<file path="config.mk">
export PLATFORM = sky130hd
export DESIGN_NAME = code_writer_flat
export DESIGN_NICKNAME = d
export VERILOG_FILES = /design/src/rtl/code_writer_if.sv /design/src/rtl/code_writer.sv /design/src/flat_wrapper.sv
export SDC_FILE = /design/constraint.sdc
export NUM_CORES = 1
export LEC_CHECK = 0
export CAP_MARGIN = 10
export CORE_MARGIN = 2
export CORE_UTILIZATION = 35
export DETAILED_ROUTE_END_ITERATION = 8
export DONT_BUFFER_PORTS = 1
export PLACE_DENSITY = 0.48
export SETUP_SLACK_MARGIN = 0.5
export SLEW_MARGIN = 0
export SYNTH_ARGS = -nofsm -noshare
export SYNTH_HDL_FRONTEND = slang
export SYNTH_SLANG_ARGS = --single-unit
</file>
<file path="constraint.sdc">
create_clock -name clk -period 1.6 [get_ports clk]
set_input_delay 0.16 -clock clk [delete_from_list [all_inputs] [get_ports clk]]
set_output_delay 0.16 -clock clk [all_outputs]
set_load 0.02 [all_outputs]
</file>
<file path="src/rtl/code_writer_if.sv">
// Handshake/bus bundle between the digit source and the password writer.
interface code_writer_if #(parameter int unsigned DW = 8);
  logic          chg_req;
  logic          abort;
  logic          din_vld;
  logic [1:0]    din;
  logic [DW-1:0] code;
  logic          busy;
  logic [1:0]    stage;
  logic [3:0]    cnt;
  logic          done;
  logic          err;
  logic          locked;

  modport master (
    output chg_req, abort, din_vld, din,
    input  code, busy, stage, cnt, done, err, locked
  );

  modport slave (
    input  chg_req, abort, din_vld, din,
    output code, busy, stage, cnt, done, err, locked
  );
endinterface

</file>
<file path="src/rtl/code_writer.sv">
// Stored-password owner: verify old code, enter new, confirm, commit.
// Optional consecutive-failure lockout enabled by defining CODE_LOCKOUT_EN.
module code_writer #(
  parameter int unsigned DW = 8
`ifdef CODE_LOCKOUT_EN
  , parameter int unsigned MAX_FAIL    = 3
  , parameter int unsigned LOCK_CYCLES = 16
`endif
) (
  input logic        clk,
  input logic        rst,
  code_writer_if.slave bus
);

  localparam int unsigned ND = DW / 2;
  localparam logic [3:0]  CNT_LAST = 4'(ND - 1);

  typedef enum logic [2:0] {IDLE, VERIFY, NEWC, CONFIRM, LOCK} state_t;

  state_t        state;
  logic [DW-1:0] code;
  logic [DW-1:0] dig_buf;
  logic [DW-1:0] newbuf;
  logic [3:0]    cnt;
  logic [1:0]    stage;
  logic          busy;
  logic          done;
  logic          err;

  logic [DW-1:0] shifted;
  logic          is_last;

  // Phase compare sees the digit being accepted this cycle, so no extra cycle.
  assign shifted = {dig_buf[DW-3:0], bus.din};
  assign is_last = (cnt == CNT_LAST);

`ifdef CODE_LOCKOUT_EN
  localparam int unsigned FW = (MAX_FAIL < 2) ? 1 : $clog2(MAX_FAIL + 1);
  localparam int unsigned TW = (LOCK_CYCLES < 2) ? 1 : $clog2(LOCK_CYCLES + 1);
  localparam logic [FW-1:0] FAIL_LAST = FW'(MAX_FAIL - 1);

  logic [FW-1:0] fails;
  logic [TW-1:0] tmr;
  logic          locked;
`endif

  always_ff @(posedge clk or posedge rst) begin
    if (rst) begin
      state   <= IDLE;
      code    <= '1;
      dig_buf <= '0;
      newbuf  <= '0;
      cnt     <= '0;
      stage   <= 2'd0;
      busy    <= 1'b0;
      done    <= 1'b0;
      err     <= 1'b0;
`ifdef CODE_LOCKOUT_EN
      fails   <= '0;
      tmr     <= '0;
      locked  <= 1'b0;
`endif
    end else begin
      done <= 1'b0;
      err  <= 1'b0;
      case (state)
        IDLE: begin
          if (bus.chg_req) begin
            state <= VERIFY;
            stage <= 2'd1;
            busy  <= 1'b1;
            cnt   <= '0;
          end
        end
        VERIFY, NEWC, CONFIRM: begin
          if (bus.abort) begin
            state   <= IDLE;
            stage   <= 2'd0;
            busy    <= 1'b0;
            cnt     <= '0;
            dig_buf <= '0;
            newbuf  <= '0;
          end else if (bus.din_vld) begin
            if (!is_last) begin
              dig_buf <= shifted;
              cnt     <= cnt + 4'd1;
            end else begin
              dig_buf <= '0;
              cnt     <= '0;
              case (state)
                VERIFY: begin
                  if (shifted == code) begin
                    state <= NEWC;
                    stage <= 2'd2;
`ifdef CODE_LOCKOUT_EN
                    fails <= '0;
`endif
                  end else begin
                    err   <= 1'b1;
                    state <= IDLE;
                    stage <= 2'd0;
`ifdef CODE_LOCKOUT_EN
                    if (fails == FAIL_LAST) begin
                      state  <= LOCK;
                      locked <= 1'b1;
                      tmr    <= TW'(LOCK_CYCLES - 1);
                      fails  <= '0;
                    end else begin
                      busy  <= 1'b0;
                      fails <= fails + FW'(1);
                    end
`else
                    busy  <= 1'b0;
`endif
                  end
                end
                NEWC: begin
                  newbuf <= shifted;
                  state  <= CONFIRM;
                  stage  <= 2'd3;
                end
                CONFIRM: begin
                  if (shifted == newbuf) begin
                    code <= newbuf;
                    done <= 1'b1;
                  end else begin
                    err  <= 1'b1;
                  end
                  newbuf <= '0;
                  state  <= IDLE;
                  stage  <= 2'd0;
                  busy   <= 1'b0;
                end
                default: ;
              endcase
            end
          end
        end
`ifdef CODE_LOCKOUT_EN
        // Lockout ignores every input; stage already reads 0, busy stays high.
        LOCK: begin
          if (tmr == '0) begin
            state  <= IDLE;
            busy   <= 1'b0;
            locked <= 1'b0;
          end else begin
            tmr <= tmr - TW'(1);
          end
        end
`endif
        default: begin
          state <= IDLE;
          stage <= 2'd0;
          busy  <= 1'b0;
        end
      endcase
    end
  end

  assign bus.code  = code;
  assign bus.busy  = busy;
  assign bus.stage = stage;
  assign bus.cnt   = cnt;
  assign bus.done  = done;
  assign bus.err   = err;
`ifdef CODE_LOCKOUT_EN
  assign bus.locked = locked;
`else
  assign bus.locked = 1'b0;
`endif

endmodule

</file>
<file path="src/flat_wrapper.sv">
// flat-port wrapper written by rule: the top's interface ports become plain ports
module code_writer_flat 
#(
  parameter int unsigned DW = 8

)
  (clk, rst, bus_chg_req, bus_abort, bus_din_vld, bus_din, bus_code, bus_busy, bus_stage, bus_cnt, bus_done, bus_err, bus_locked);
  code_writer_if #(.DW(DW)) bus_i ();
  input logic clk;
  input logic rst;
  input wire logic [$bits(bus_i.chg_req)-1:0] bus_chg_req;
  input wire logic [$bits(bus_i.abort)-1:0] bus_abort;
  input wire logic [$bits(bus_i.din_vld)-1:0] bus_din_vld;
  input wire logic [$bits(bus_i.din)-1:0] bus_din;
  output wire logic [$bits(bus_i.code)-1:0] bus_code;
  output wire logic [$bits(bus_i.busy)-1:0] bus_busy;
  output wire logic [$bits(bus_i.stage)-1:0] bus_stage;
  output wire logic [$bits(bus_i.cnt)-1:0] bus_cnt;
  output wire logic [$bits(bus_i.done)-1:0] bus_done;
  output wire logic [$bits(bus_i.err)-1:0] bus_err;
  output wire logic [$bits(bus_i.locked)-1:0] bus_locked;
  assign bus_i.chg_req = bus_chg_req;
  assign bus_i.abort = bus_abort;
  assign bus_i.din_vld = bus_din_vld;
  assign bus_i.din = bus_din;
  assign bus_code = bus_i.code;
  assign bus_busy = bus_i.busy;
  assign bus_stage = bus_i.stage;
  assign bus_cnt = bus_i.cnt;
  assign bus_done = bus_i.done;
  assign bus_err = bus_i.err;
  assign bus_locked = bus_i.locked;
  code_writer #(.DW(DW)) u_core (.clk(clk), .rst(rst), .bus(bus_i));
endmodule
</file>
==> results of run 1 <==
[cell usage after synthesis]
cell	count	share of area [%]
a22o_2	2	1.2
a21oi_2	1	0.52
dfrtp_1	23	34
xnor2_1	8	4.2
mux2_2	1	0.67
or2_2	1	0.37
o31ai_1	2	0.90
nor3b_2	1	0.75
mux2_4	8	7.2
clkbuf_1	1	0.22
xor2_1	8	4.2
or2_0	1	0.37
dfstp_2	8	13
nand3_1	4	1.2
nor3_1	2	0.60
inv_1	14	3.1
and3_1	1	0.37
buf_2	1	0.30
ha_1	6	4.5
nand2_1	14	3.1
nor4_1	3	1.1
o21ai_0	9	2.7
o21bai_1	1	0.45
a21bo_2	1	0.60
conb_1	1	0.22
or3b_1	1	0.52
mux2i_1	8	4.8
o31ai_2	1	0.75
nand4_1	3	1.1
a22o_1	5	2.6
buf_6	1	0.67
nor2_1	3	0.67
o221ai_1	1	0.52
a21oi_1	3	0.90
o21a_1	1	0.45
nand2b_1	1	0.37
buf_4	1	0.45
or3_1	1	0.37
[final timing paths]
kind	startpoint	to	slack, ns
min	bus_din[0]	u_core.newbuf[0]$_DFFE_PP0P_	0.01
min in group asynchronous	rst	u_core.newbuf[6]$_DFFE_PP0P_	0.39
max	u_core.bus.cnt[1]$_DFFE_PP0P_	u_core.bus.code[3]$_DFFE_PP1P_	-0.11
min reg2reg	u_core.newbuf[1]$_DFFE_PP0P_	u_core.bus.code[1]$_DFFE_PP1P_	0.58
max in group asynchronous	rst	u_core.bus.code[3]$_DFFE_PP1P_	0.88
max reg2reg	u_core.bus.cnt[1]$_DFFE_PP0P_	u_core.bus.code[3]$_DFFE_PP1P_	-0.11
[cell families after synthesis]
kind of cell             Yosys count  share of synthesized area, %
other                              1                         0.224
adder cells (fa/ha/maj)            6                          4.48
XOR/XNOR                          16                          8.37
multiplexers                      17                          12.6
AND/OR/NAND/NOR                   36                          11.0
flip-flops                        31                          46.9
buffers and inverters             18                          4.78
AO/OA/AOI/OAI                     27                          11.6
[report_power, final]
group	total (mW)	switching, mW	internal [mW]
clock network	0.691	0.299	0.392
registers	1.10	0.158	0.939
logic	1.61	0.785	0.821
[sequential cells by signal (all words and copies together) (netlist names)]
register and flops:
u_core.dig_buf 6, u_core.bus.busy 1, u_core.bus.err 1, u_core.state 2
u_core.bus.done 1, u_core.newbuf 8, u_core.bus.code 8, u_core.bus.cnt 4
[final cells by class]
class	count	area, um2	area share, %
sequential	31	791	32.2
clock buffer	8	100	4.08
timing repair buffer	51	464	18.9
inverter	14	52.6	2.14
tap	54	67.6	2.75
multi-input combinational	104	981	39.9
[timing repair]
item                                   in CTS  in global routing
hold buffers                                2                  0
resized for setup                          34                  6
setup endpoints to repair                  39                 40
gates cloned                                1                  0
endpoints found under the hold margin      25                  0
buffers inserted                            7                  0
pin swaps                                  11                  9
[placed cells by master (no fill, tap or decap), types with 2 or more instances in the layout]
cell	count
a21oi_1	2
a22o_1	5
a22o_2	2
buf_4	31
buf_6	17
clkbuf_8	7
dfrtp_1	19
dfrtp_2	4
dfstp_2	8
dlygate4sd3_1	2
ha_1	4
ha_4	2
inv_1	12
inv_2	2
mux2_4	8
mux2i_1	8
nand2_1	12
nand2_2	2
nand3_1	3
nand4_1	3
nor2_1	2
nor3_1	2
nor4_2	2
o21ai_0	2
o21ai_1	5
o31ai_1	2
o31ai_4	2
xnor2_1	8
xor2_1	6
xor2_2	2
[metal layers]
layer | track usage (%) | part of all wire [%]
met5 | 0 | 0
met4 | 7.00 | 1.7
met3 | 5.11 | 3.9
met2 | 25.6 | 48
met1 | 22.1 | 46
[stage by stage]
step,hold WS (ns),std cells,TNS (ns),power [mW],instance area [um2]
finish,0.0102,262,-0.838,3.39,2460
global placement,0.157,244,-0.882,2.41,2110
detailed placement,0.161,244,-0.978,2.44,2110
CTS,0.00328,262,-0.789,3.35,2430
global route,0.0167,262,-1.90,3.61,2460
floorplan,0.257,152,-1.11,1.86,1750
==> impl_metrics.csv, run 1 <==
group,metric,value,unit
clock_tree,cts_buffer_depth,2,
clock_tree,clkLatencyLatePin,0.29,ns
grt,grt_pass1_vias,1387,
synth,synth_area,0.00167,mm2
final_layout,antenna_cells,0,
setup_path,crit_cells,6,
floorplanning,start_util,35.9,%
setup_path,critPathRequiredTime,1.81,ns
final_layout,post-route-util,52.7,%
final_layout,final_layout_size_suffix_gt1_share,50.0,%
setup_path,crit_fanout,4,
setup_path,path_cells,"ha_4 > nor3b_4 > nand4_1 > or3_4 > buf_6 > mux2_4",
clock_tree,numCtsBuffers,5,
sta,drv_slew,0,
clock_tree,h-tree-depth,2,
grt,grt_max_degree,32,
synth,ys_warn_count,0,
pwr,p_leak,1.12,nW
floorplanning,design.portCount,25,
status,outcome,"complete, but fails checks",
sta,finalSetupViolations,9,
route,wl_per_cell,15.5,um
sta,rsz0062_at_grt,"true",
synth,synthDistinctLibCells,38,
synth,ys_ff_latch,31,
hold_path,hp-class,"input pin to register",
route,drt-initial-drc-count,31,
route,first_pass_iters,4,
synth,seq_area_frac_synth,46.9,%
flow_run,maxCapViolCount,0,
grt,track_usage,16.8,%
grt,antenna_found_initial,0,
placement,place_ws,-0.124,ns
route,num_vias,1330,
setup_path,critPathTopFamily,"simple AND/OR/NAND/NOR gates",
setup_path,r2r_cells,6,
clock_tree,numClockSinks,31,
sta,period_needed,1.71,ns
sta,post-route-period-util,107,%
setup_path,critPathKind,"register to register",
setup_path,worst-path-buf-inv,1,
sta,finalHoldViolCount,0,
pwr,power_density,1380,mW/mm2
sta,final.setup.worst_slack,-0.109,ns
floorplanning,dieArea,0.00535,mm2
clock_tree,root_buffer,"clkbuf_8",
floorplanning,die_h,73.2,um
synth,synth_nets,165,
floorplanning,die_width,73.2,um
grt,grt_pass1_wl,6.76,mm
synth,syn_inst,152,
sta,max_freq,0.585,GHz
route,ant_nets,0,
sta,fin_skew,0.00440,ns
setup_path,arrival,1.92,ns
floorplanning,rows,25,
hold_path,worstHoldPathCells,2,
final_layout,areaGrowthSynthToFinish,46.7,%
setup_path,crit_path_start_kind,"register",
setup_path,max_stage_delay,0.39,ns
route,drc,0,
clock_tree,clkSlewWorstSetupHoldPaths,0.07,ns
clock_tree,cts_tree,"yes",
floorplanning,core_region_area,0.00466,mm2
synth,syn_avg_cell_area,11.0,um2
final_layout,fill_cells,405,
pwr,ir_drop,0.582,mV
final_layout,final_nets,220,
placement,io_buffers,0,
status,violations,"negative setup slack",
setup_path,crit_path_end_kind,"register",
route,vias_per_cell,5.08,
placement,dp_hpwl,2.84,mm
setup_path,slowest_stage,"dfrtp_2",
placement,gp_congestion,0.765,
route,drt_wl_total,4.07,mm
grt,grt_overflow,0,
No activity file was read; power rests on OpenSTA's default activity.
==> inputs of run 2 (changes only) <==
- CTS_CLUSTER_DIAMETER: unset -> 40
==> results of run 2 <==
The final DEF is identical to that of run 1; final timing and power are the same.
==> inputs of run 3 (changes only) <==
- CORE_ASPECT_RATIO: unset -> 0.7
- CORE_UTILIZATION: 35 -> 56
- PLACE_DENSITY: 0.48 -> 0.71
==> impl_metrics.csv, run 3 (synthesized netlist as in run 1, its figures left out) <==
group,metric,value,unit
placement,gp_congestion,0.909,
flow_run,maxCapViolCount,0,
final_layout,areaGrowthSynthToFinish,49.2,%
status,outcome,"complete, but fails checks",
status,violations,"negative setup slack",
sta,final.setup.worst_slack,-0.155,ns
clock_tree,cts_tree,"yes",
sta,rsz0062_at_grt,"true",
pwr,ir_drop,0.851,mV
grt,grt_pass1_wl,8.11,mm
setup_path,crit_path_end_kind,"register",
route,ant_nets,0,
clock_tree,clkLatencyLatePin,0.29,ns
sta,drv_slew,0,
route,num_vias,1511,
floorplanning,start_util,59.3,%
grt,grt_max_degree,30,
setup_path,slowest_stage,"dfrtp_2",
placement,io_buffers,0,
final_layout,final_common_cell,"buf_4",
sta,tns,-1.89,ns
grt,antenna_found_initial,0,
setup_path,max_stage_delay,0.39,ns
sta,period_needed,1.76,ns
route,drc,0,
grt,grt_pass1_vias,1543,
final_layout,final_area,0.00250,mm2
setup_path,crit_fanout,8,
hold_path,hp-class,"input pin to register",
route,vias_per_cell,6.12,
setup_path,path_cells,"ha_4 > nor3b_4 > nand4_1 > or3_1 > buf_6 > mux2_4",
floorplanning,design.portCount,25,
final_layout,antenna_cells,0,
route,wl_met1,2.09,mm
clock_tree,numCtsBuffers,5,
route,highest_layer,"met4",
sta,hold_slack,0.0141,ns
setup_path,arrival,1.97,ns
setup_path,critPathRequiredTime,1.82,ns
final_layout,fill_cells,118,
clock_tree,h-tree-depth,2,
route,wl_per_cell,22.6,um
pwr,power_density,1510,mW/mm2
floorplanning,rows,16,
placement,dp_hpwl,2.86,mm
setup_path,worst-path-buf-inv,1,
sta,post-route-period-util,110,%
route,wl_met2,2.54,mm
clock_tree,numClockSinks,31,
final_layout,final_cell_mix,"buf_4 (31), buf_6 (21), dfrtp_1 (18)",
floorplanning,die_width,69.4,um
setup_path,crit_path_start_kind,"register",
final_layout,final_nets,223,
clock_tree,root_buffer,"clkbuf_8",
route,drt_wl_total,5.59,mm
setup_path,r2r_slack,-0.16,ns
clock_tree,clkSlewWorstSetupHoldPaths,0.07,ns
route,wl_met3,542,um
setup_path,critPathKind,"register to register",
clock_tree,cts_buffer_depth,2,
route,first_pass_iters,4,
pwr,p_leak,1.16,nW
grt,track_usage,32.2,%
grt,grt_overflow,0,
floorplanning,die_h,49.7,um
final_layout,reg_top3,"u_core.bus.code: 8 flops, u_core.newbuf: 8 flops, u_core.dig_buf: 6 flops",
floorplanning,dieArea,0.00345,mm2
placement,place_ws,-0.110,ns
route,drt-initial-drc-count,206,
final_layout,final_layout_size_suffix_gt1_share,54.0,%
sta,finalSetupViolations,20,
sta,max_freq,0.570,GHz
placement,postPlaceCellArea,0.00207,mm2
sta,finalHoldViolCount,0,
floorplanning,core_region_area,0.00282,mm2
sta,fin_skew,0.00694,ns
setup_path,critPathTopFamily,"simple AND/OR/NAND/NOR gates",
==> run 3: final timing paths <==
kind,cells past startpoint,to,startpoint
min in group asynchronous,2,u_core.state[0]$_DFFE_PP0P_,rst
worst max register to register,6,u_core.bus.code[2]$_DFFE_PP1P_,u_core.bus.cnt[0]$_DFFE_PP0P_
worst min register to register,2,u_core.bus.code[6]$_DFFE_PP1P_,u_core.newbuf[6]$_DFFE_PP0P_
worst max-delay path,6,u_core.bus.code[2]$_DFFE_PP1P_,u_core.bus.cnt[0]$_DFFE_PP0P_
max in group asynchronous,3,u_core.bus.code[0]$_DFFE_PP1P_,rst
worst min-delay path,1,u_core.dig_buf[0]$_DFFE_PP0P_,bus_din[0]
==> run 3: stage by stage <==
stage / utilization, % / power [mW] / std cells
finish: 88.5 / 3.76 / 247
detailed placement: 73.3 / 2.45 / 224
global placement: 73.3 / 2.39 / 224
global route: 88.5 / 3.91 / 247
CTS: 85.5 / 3.45 / 243
floorplan: - / 1.86 / 152
==> run 3: cell type report <==
class                      instances  area (um2)  area share [%]
timing repair buffer              55         519            20.8
multi-input combinational        103         988            39.6
clock buffer                       8         100            4.01
inverter                          14        52.6            2.10
sequential                        31         792            31.7
tap                               36        45.0            1.80
==> run 3: metal layers <==
metal / track usage [%] / vias up
li1: - / 637
met1: 38.4 / 726
met2: 51.6 / 102
met3: 9.82 / 46
met4: 19.6 / 0
met5: 0 / -
==> run 3: where the power goes <==
group          total [mW]  switching (mW)  internal (mW)  leakage, nW
clock               0.681           0.289          0.392       0.0515
sequential           1.13           0.189          0.939        0.386
combinational        1.95           0.984          0.971        0.720
==> run 3: what timing repair did <==
item,4_1_cts,5_1_grt
hold buffers,1,0
cloned,0,0
pin swaps,9,7
setup endpoints to repair,39,42
buffers inserted,10,4
gates resized for setup,38,13
endpoints found under the hold margin,23,0
==> RTL change: new RTL, settings of run 1 <==
Build with the macro `CODE_LOCKOUT_EN` defined.
--- a/src/rtl/code_writer.sv
+++ b/src/rtl/code_writer.sv
@@ -1,5 +1,7 @@
 // Stored-password owner: verify old code, enter new, confirm, commit.
 // Optional consecutive-failure lockout enabled by defining CODE_LOCKOUT_EN.
+`define CODE_LOCKOUT_EN
+
 module code_writer #(
   parameter int unsigned DW = 8
 `ifdef CODE_LOCKOUT_EN
Function: no difference found for any inputs over 10 cycles, from zero or initial values and one cycle with rst high; that may be too few to reach the edited logic, so the function may still have changed.
==> RTL change against run 1 <==
  * The flow still finishes with violations (setup timing)
  * Sequential cell count grew 11
  * Total power up 19%
  * Routed wire length increased by 60%
  * Setup slack lost 0.053 ns
  * Final area is 40% higher
  * First-iteration DRC count rose to 3.2 times the old value
  * Clock skew rose by 0.0014 ns
  * Area after synthesis grew 32%
  * Largest power group unchanged
  * Highest routed layer unchanged
==> RTL change: results (changes against run 1) <==
stage;metric;value;unit;change
place;routabilityCongestion;0.856;;+12%
grt;grt_usage;19.2;%;+2.4 points
detailed_routing;via_per_inst;5.43;;+7.0%
detailed_routing;drt_iter0_markers;99;;+220%
sta;relSlewSlack;72.1;%;
power;leakage;1.52;nW;+36%
layout;nets;295;;+34%
place;dpl-instance-area;2810;sq um;+33%
place;dp_cells;330;;+35%
grt;use_met1;25.4;%;+3.3 points
power;seq_power_share;33.9;%;+1.6 points
setup_path;r2r_end;u_core.bus.code[2]$_DFFE_PP1P_;;
detailed_routing;met3WireLength;285;um;+80%
grt;grt_pass1_vias;2068;;+49%
hold_path;min_to;u_core.bus.stage[1]$_DFFE_PP0P_;;
hold_path;hp-start;bus_abort;;
sta;fin_skew;0.00578;ns;+0.00137 ns
clock_tree;clk_pin_slew;0.08;ns;
detailed_routing;firstDrtPassIters;4;;unchanged
grt;use_met2;31.5;%;+5.8 points
outcome;run_status;finished with violations;;
power;power_frac_comb;44.9;%;-2.4 points
detailed_routing;dr_wl_met2;3.15;mm;+60%
power;internal_power;2.57;mW;+19%
setup_path;crit_arrival;1.99;ns;+0.07 ns
clock_tree;htree_num_levels;2;;unchanged
sta;report.final.setup_viol;17;;+8
outcome;failed_checks;setup timing;;
grt;grt_max_degree;19;;-41%
power;ir_drop;1.08;mV;+85%
grt;grt_pass1_wl;10.7;mm;+58%
sta;worst_slack;-0.162;ns;-0.0531 ns
synthesis;syn-mean-instance-area;10.6;sq um;-3.7%
synthesis;synth_area_leaders;dfrtp_1, dfstp_2, a22o_1;;
layout;final_cells;361;;+38%
detailed_routing;wire_per_inst;18.0;um;+16%
place;place_ws;-0.192;ns;-0.0683 ns
detailed_routing;wl_met1;3.01;mm;+60%
sta;holdWs;0.122;ns;+0.111 ns
synthesis;ys_seq_area_share;48.1;%;+1.1 points
synthesis;ys_top_cells_by_count;dfrtp_1, nand2_1, a22o_1;;
clock_tree;clkLatencyLatePin;0.30;ns;
grt;use_met3;4.87;%;-0.24 points
layout;fillers;505;;+25%
setup_path;r2r-start;u_core.bus.cnt[0]$_DFFE_PP0P_;;
setup_path;cp_top_family;simple AND/OR/NAND/NOR gates;;
sta;setup_tns;-1.42;ns;-0.582 ns
grt;antenna_found_initial;0;;unchanged
place;dpl.hpwl;4.38;mm;+54%
synthesis;synth_nets;218;;+32%
layout;drive_gt1_share;55.9;%;+5.9 points
power;p_seq;1.37;mW;+25%
synthesis;synthDistinctLibCells;46;;+21%
RTL change: what timing repair did:
action,in CTS,in global routing
setup buffers,9,10
hold buffers,3,1
pin swaps,23,30
endpoints found under the setup margin,50,50
resized for setup,50,40
hold endpoints to repair,20,2
RTL change: layout make-up:
cell class	count	area, sq um	area share (%)
well taps	75	93.8	2.72
flip-flops and latches	42	1070	30.9
clock buffers	5	68.8	1.99
repair buffers	78	704	20.4
clock inverters	3	40.0	1.16
inverters	8	33.8	0.979
multi-input cells	150	1440	41.8
RTL change: how the worst max path moves through the flow:
stage                     slack [ns]                              to  depth (start not counted)                          start
final                          -0.16  u_core.bus.code[2]$_DFFE_PP1P_                          6  u_core.bus.cnt[0]$_DFFE_PP0P_
after global routing           -0.19  u_core.bus.code[6]$_DFFE_PP1P_                          6  u_core.bus.cnt[0]$_DFFE_PP0P_
after CTS                      -0.17  u_core.bus.code[7]$_DFFE_PP1P_                          6  u_core.bus.cnt[1]$_DFFE_PP0P_
after detailed placement       -0.19  u_core.bus.code[7]$_DFFE_PP1P_                          5  u_core.dig_buf[5]$_DFFE_PP0P_
after global placement         -0.20  u_core.bus.code[7]$_DFFE_PP1P_                          5  u_core.dig_buf[5]$_DFFE_PP0P_
after floorplan                -0.20  u_core.bus.code[0]$_DFFE_PP1P_                          7  u_core.bus.cnt[0]$_DFFE_PP0P_
RTL change: cell families (layout without fill, tap and decap cells):
family / Yosys count / count (layout) / synth area share (%)
buf+inv: 16 / 94 / 3.63
mux: 8 / 8 / 4.08
fa+ha+maj: 3 / 3 / 1.70
simple gates: 67 / 67 / 17.3
xor+xnor: 17 / 17 / 6.75
flops: 42 / 42 / 48.1
compound gates: 55 / 55 / 18.5
